==> config.mk <==
export PLATFORM = sky130hd
export DESIGN_NAME = bram_stream_reader
export DESIGN_NICKNAME = d
export VERILOG_FILES = /design/src/rtl/bram_stream_reader.sv
export SDC_FILE = /design/constraint.sdc
export NUM_CORES = 1
export LEC_CHECK = 0
export ABC_AREA = 1
export CORE_MARGIN = 4
export CORE_UTILIZATION = 40
export CTS_BUF_LIST = sky130_fd_sc_hd__clkbuf_4
export CTS_CLUSTER_DIAMETER = 80
export DETAILED_ROUTE_END_ITERATION = 12
export PLACE_DENSITY_LB_ADDON = 0.12
export SKIP_CTS_REPAIR_TIMING = 1
export SLEW_MARGIN = 30
export SYNTH_ARGS = -nofsm -noshare
export SYNTH_HDL_FRONTEND = slang
export SYNTH_SLANG_ARGS = --single-unit
==> constraint.sdc <==
create_clock -name clk -period 3.5 [get_ports clk]
set_input_delay 0.525 -clock clk [delete_from_list [all_inputs] [get_ports clk]]
set_output_delay 0.525 -clock clk [all_outputs]
set_load 0.05 [all_outputs]
==> src/rtl/bram_stream_reader.sv <==
// Burst reader for one port of a dual-port block RAM: issues credit-limited reads and
// returns the words in address order as a valid/ready stream tagged with a last flag.
module bram_stream_reader #(
   parameter int DATA_W     = 128,
   parameter int ADDR_W     = 14,
   parameter int FIFO_DEPTH = 4
) (
   input  logic              clk,
   input  logic              rst_n,
   input  logic              cmd_valid,
   output logic              cmd_ready,
   input  logic [ADDR_W-1:0] cmd_addr,
   input  logic [ADDR_W-1:0] cmd_len,
   output logic              bram_en,
   output logic              bram_we,
   output logic [ADDR_W-1:0] bram_addr,
   output logic [DATA_W-1:0] bram_din,
   input  logic [DATA_W-1:0] bram_dout,
   output logic              m_valid,
   input  logic              m_ready,
   output logic [DATA_W-1:0] m_data,
   output logic              m_last,
   output logic              busy
);

   localparam int PTR_W = (FIFO_DEPTH > 1) ? $clog2(FIFO_DEPTH) : 1;
   localparam int CNT_W = $clog2(FIFO_DEPTH + 1);
   localparam logic [PTR_W-1:0] PTR_LAST = PTR_W'(FIFO_DEPTH - 1);
   localparam logic [CNT_W:0]   DEPTH_C  = (CNT_W + 1)'(FIFO_DEPTH);

   typedef enum logic [1:0] {S_IDLE, S_ISSUE, S_DRAIN} state_t;

   state_t             state_q;
   logic               cmd_ready_q, busy_q;
   logic               en_q, en_last_q;
   logic               cap_q, cap_last_q;
   logic [ADDR_W-1:0]  bram_addr_q, addr_q, rem_q;
   logic [CNT_W-1:0]   count_q, count_d;
   logic [CNT_W:0]     occ_d;
   logic [PTR_W-1:0]   wr_ptr_q, rd_ptr_q;
   logic [DATA_W-1:0]  mem_q      [FIFO_DEPTH];
   logic               mem_last_q [FIFO_DEPTH];
   logic               valid_w, push, pop, credit_ok, head_last;

   function automatic logic [PTR_W-1:0] ptr_inc(input logic [PTR_W-1:0] p);
      return (p == PTR_LAST) ? '0 : p + PTR_W'(1);
   endfunction

   assign valid_w   = (count_q != '0);
   assign head_last = mem_last_q[rd_ptr_q];

   // Credit counts buffered words plus both reads still in the RAM pipeline.
   always_comb begin
      push      = cap_q;
      pop       = valid_w & m_ready;
      count_d   = count_q + CNT_W'(push) - CNT_W'(pop);
      occ_d     = {1'b0, count_d} + (CNT_W + 1)'(en_q);
      credit_ok = (occ_d < DEPTH_C);
   end

   always_ff @(posedge clk or negedge rst_n) begin
      if (!rst_n) begin
         state_q     <= S_IDLE;
         cmd_ready_q <= 1'b1;
         busy_q      <= 1'b0;
         en_q        <= 1'b0;
         en_last_q   <= 1'b0;
         cap_q       <= 1'b0;
         cap_last_q  <= 1'b0;
         bram_addr_q <= '0;
         addr_q      <= '0;
         rem_q       <= '0;
         count_q     <= '0;
         wr_ptr_q    <= '0;
         rd_ptr_q    <= '0;
      end else begin
         en_q       <= 1'b0;
         en_last_q  <= 1'b0;
         cap_q      <= en_q;
         cap_last_q <= en_last_q;
         count_q    <= count_d;
         if (push) wr_ptr_q <= ptr_inc(wr_ptr_q);
         if (pop)  rd_ptr_q <= ptr_inc(rd_ptr_q);

         case (state_q)
            S_IDLE: begin
               if (cmd_valid && cmd_ready_q) begin
                  en_q        <= 1'b1;
                  bram_addr_q <= cmd_addr;
                  addr_q      <= cmd_addr + ADDR_W'(1);
                  rem_q       <= cmd_len - ADDR_W'(1);
                  cmd_ready_q <= 1'b0;
                  busy_q      <= 1'b1;
                  if (cmd_len == '0) begin
                     en_last_q <= 1'b1;
                     state_q   <= S_DRAIN;
                  end else begin
                     state_q   <= S_ISSUE;
                  end
               end
            end
            S_ISSUE: begin
               if (credit_ok) begin
                  en_q        <= 1'b1;
                  bram_addr_q <= addr_q;
                  addr_q      <= addr_q + ADDR_W'(1);
                  rem_q       <= rem_q - ADDR_W'(1);
                  if (rem_q == '0) begin
                     en_last_q <= 1'b1;
                     state_q   <= S_DRAIN;
                  end
               end
            end
            S_DRAIN: begin
               if (pop && head_last) begin
                  cmd_ready_q <= 1'b1;
                  busy_q      <= 1'b0;
                  state_q     <= S_IDLE;
               end
            end
            default: state_q <= S_IDLE;
         endcase
      end
   end

   // RAM read data is valid only in the cycle after an enabled read.
   always_ff @(posedge clk) begin
      if (cap_q) begin
         mem_q[wr_ptr_q]      <= bram_dout;
         mem_last_q[wr_ptr_q] <= cap_last_q;
      end
   end

   assign cmd_ready = cmd_ready_q;
   assign busy      = busy_q;
   assign bram_en   = en_q;
   assign bram_we   = 1'b0;
   assign bram_addr = bram_addr_q;
   assign bram_din  = '0;
   assign m_valid   = valid_w;
   assign m_data    = valid_w ? mem_q[rd_ptr_q] : '0;
   assign m_last    = valid_w & head_last;

endmodule

# --- Yosys cells after proc, flatten, opt, wreduce, memory -nomap -nowiden ---
# Memory sizes are Yosys's and may differ from the RTL's.
# Cells that the tools add are included.
totals:
  word_cells: 80
  ramBits: 516
  inputBits: 160
  mem_count: 2
  reg_bits: 57
op_classes:
  add_sub_neg: 9
  eq_ne: 8
  muxes: 34
  n_reduce_logical: 11
  order_cmp: 1
  bitwise: 2
mem_list:
  columns: ["name", "depth", "width", "read_ports", "rd_clocked_by_memory_dff", "wr", "line_no", "rtl"]
  rows:
  - ["mem_q", 4, 128, 1, 0, 1, "41", "logic [DATA_W-1:0] mem_q [FIFO_DEPTH];"]
  - ["mem_last_q", 4, 1, 1, 0, 1, "42", "logic mem_last_q [FIFO_DEPTH];"]
ops:
  columns: ["op", "n"]
  rows:
  - ["$mux 128", 1]
  - ["$mux 14", 6]
  - ["$pmux 14 s2", 3]
  - ["$add 14x1->14 const B", 2]
  - ["$logic_not 14->1", 2]
  - ["$sub 14x1->14 const B", 2]
  - ["$mux 2", 7]
  - ["$mux 1", 12]
  - ["$ne 2x2->1 const B", 4]
  - ["$pmux 1 s2", 4]
  - ["$eq 2x2->1 const B", 3]
  - ["$pmux 2 s3", 1]
  - ["$reduce_and 3->1", 2]
  - ["$add 2x1->2 const B", 2]
  - ["$add 3x1->4", 1]
  - ["$lt 4x3->1 const B", 1]
  - ["$reduce_and 4->1", 1]
  - ["$reduce_bool 2->1", 2]
  - ["$add 3x1->3", 1]
  - ["$reduce_bool 3->1", 1]
  - ["$sub 3x1->3", 1]
  - ["$and 1x1->1", 2]
  - ["$eq 2x1->1 const B", 1]
  - ["$logic_and 1x1->1", 2]
  - ["$logic_not 2->1", 1]

# --- Depth between registers and ports, before layout ---
depth:
  depth_word: 7
  ltp_mapped: 16
  depth_no_buf: 15

# --- Worst setup path before layout ---
# OpenSTA, ideal clock, no wires.
synth_timing:
  path_type: "register to register"
  startpoint: "register wr_ptr_q[0]"
  endpoint: "memory mem_last_q[2] (enable)"
  period_less_slack_ns: 3.648
  setup_time_ns: 0.482
  stages_incl_launch_ff: 5
  arrival_time_ns: 3.166
  required_ns: 3.018
  path_slack_ns: -0.148
  path_buffers: 0
  path_cell_list: "dfrtp_1 > inv_1 > ha_1 > nand2_1 > inv_1"
synth_rtl:
  columns: ["element", "line_no", "rtl"]
  rows:
  - ["from (decl)", "40", "logic [PTR_W-1:0] wr_ptr_q, rd_ptr_q;"]
  - ["from (signal assigned)", "82", "if (push) wr_ptr_q <= ptr_inc(wr_ptr_q);"]
  - ["to (decl)", "42", null]
# No word-level cell before the write port.

# --- Final worst setup path ---
layout_timing:
  startpoint: "register rd_ptr_q[0]"
  endpoint: "output port m_data[73]"
layout_via:
  elab_chain_len: 2
layout_lines:
  columns: ["element", "line_no", "rtl"]
  rows:
  - ["from (decl)", "40", null]
  - ["from (signal assigned)", "83", "if (pop) rd_ptr_q <= ptr_inc(rd_ptr_q);"]
  - ["$mem_v2 4x128", null, null]
  - ["$mux 128", "141", "assign m_data = valid_w ? mem_q[rd_ptr_q] : '0;"]
  - ["to (decl)", "21", "output logic [DATA_W-1:0] m_data,"]
# No other way between the ends.

==> run metrics <==
Critical Path Start rd_ptr_q[0]$_DFFE_PN0P_; Fill cells 5336; most frequent cells in the layout nor2_1, edfxtp_1, o21ai_0; # port buffers 306; Post-Syn Instances 2175; commonest non-fill, non-tap cell in the layout nor2_1; layout cells sized above 1 17.88%; Post-Route WL 64110 microns; Post-DP HPWL 35160 microns; CTS Sinks 573; Least-Margin Pin Slew 0.8959 ns; maxcap violations 0; Tot GR Track Use 18.53%; yosys warns 0; register area 0.01693 sq mm; share of async-settable or async-resettable flops after synthesis 9.948%; Starting DRT DRC Count 869; Fmax 305.3 MHz; Placer Congestion 0.7984; Max H-tree Level 4; initial antenna violation count 10; R2R Path Start count_q[1]$_DFF_PN0_; Cell Rows 90; Vias per Instance 4.875; Critical Path Fanout Max 75; Arr. time, crit path 2.75 ns; largest net degree at the start of global routing 151; Clock Path Buffers 3; setup repair after global routing missed its margin true; Slew Limit Fails 0; nets 2735; DRT Pass-1 Iters 5; Post-Syn Area 0.02449 sq mm; Post-synth EDFFs 516; die width 255.5 microns; Fin. Hold Viols 0; Relative slew margins 40.27%; Clock Latency Late Sink 0.94 ns; Placed Instances 3181; Period Utilization, post-route 93.58%; register bit count reported by yosys 573; # setup viols final 0; clk_skew 0.04422 ns; Worst Path Required 2.97 ns; die area 0.06526 sq mm; crit start category flip-flop; core area 0.06047 sq mm; status completed; CTS tree yes; CP endpoint kind output pin; vias in the first global route 16640; clk root buf clkbuf_4; Starting Density 40.51%; Via Count 16890; r2r worst-path depth 16; Post-Layout Cell Count 3464; P&R area growth vs syn 26.48%; ANT nets after route 0; hold crit path type in -> async; TritonCTS Buffers 154; first-pass GRT wire length 94480 microns; r2r setup slk 0.44 ns; CTS clock-pin slew for the worst setup and hold paths 0.06 ns; I/O pin total 436; kind of critical path reg -> out; Yosys cell types 40; DRC viols 0; Tmin final 3.275 ns; Avg Cell Area, Syn 11.26 sq um; DR WL/cell 18.51 microns; R2R Path End addr_q[0]$_DFFE_PN0P_; multi-input logic area 0.006296 sq mm; die height 255.5 microns; sequential fraction of the synthesis area 69.09%; Most used DFF post-synth edfxtp_1; global route total overflow 0
==> logic make-up (layout without fill, tap and decap cells) <==
family	count (synthesis)	in the layout	synth area share, %
adders and majority gates	10	10	0.5415
AOI/OAI and AO/OA	428	428	8.878
xor gates and xnor gates	4	4	0.1431
buffers and inverters	309	685	7.310
and+or+nand+nor	850	850	14.03
other	1	132	0.01531
DFF	573	573	69.09
==> layer usage <==
layer	vias up	part of all wire, %	track usage (%)
met5	-	0.16	0
met4	14	1.5	6.186
met3	91	5.9	5.219
met2	508	50	30.98
met1	8160	43	23.41
li1	8114	-	-
==> layout make-up <==
type                            instances  share of cell area (%)
Antenna cell                            3                 0.02423
Tap cell                              782                   3.158
Multi-Input combinational cell       1421                   20.32
Clock buffer                          227                   5.501
Inverter                               63                  0.8602
Sequential cell                       573                   54.65
Timing Repair Buffer                  352                   14.56
Clock inverter                         43                  0.9289
==> per-stage QoR <==
step	utilization, %	setup WS (ns)	setup TNS, ns	instance area [sq um]	hold WS, ns
floorplan	-	0.4916	0	24990	0.2294
global placement	47.55	0.2864	0	28750	0.3814
detailed placement	47.55	0.2246	0	28760	0.3808
CTS	50.85	-0.3370	-4.359	30750	-0.4974
global route	51.23	-0.008966	-0.01292	30980	0.08373
finish	51.23	0.2248	0	30980	0.1723
==> Yosys cell counts (all sizes together) (9+ instances only) <==
master | instances | area [sq um]
buf | 189 | 1340
nand3 | 56 | 295.3
dfrtp | 56 | 1401
nand2 | 215 | 872.1
ha | 9 | 112.6
edfxtp | 516 | 15490
o21ai | 293 | 1489
inv | 61 | 229.0
nor2 | 560 | 2152
clkbuf | 57 | 214.0
a21oi | 130 | 650.6
nand4 | 10 | 62.56
==> state kept, by name (all words and copies together) (netlist names) <==
register / cells
busy: 1
cap_last_q: 1
rd_ptr_q: 2
rem_q: 14
bram_addr: 14
mem_last_q: 4
bram_en: 1
cap_q: 1
wr_ptr_q: 2
state_q: 2
addr_q: 14
en_last_q: 1
count_q: 3
cmd_ready: 1
mem_q: 512
==> worst max-delay path, cell delays in order (launching register included) <==
cell and delay, ns:
dfrtp_4 0.59, clkbuf_16 0.43, nor2_1 0.09, nor2_1 0.09, o21ai_0 0.09, a21oi_1 0.27
buf_4 0.25
==> worst max-delay path by stage <==
stage / cells after the start / endpoint / slack, ns
finish: 6 / m_data[73] / 0.22
global route: 5 / m_data[84] / -0.009
CTS: 4 / m_valid / -0.34
detailed placement: 17 / addr_q[6]$_DFFE_PN0P_ / 0.22
global placement: 17 / addr_q[13]$_DFFE_PN0P_ / 0.29
floorplan: 4 / mem_last_q[0]$_DFFE_PP_ / 0.49
Power is not shown: default switching activity piles up to over one toggle a cycle in this logic, so the estimate is an artifact.
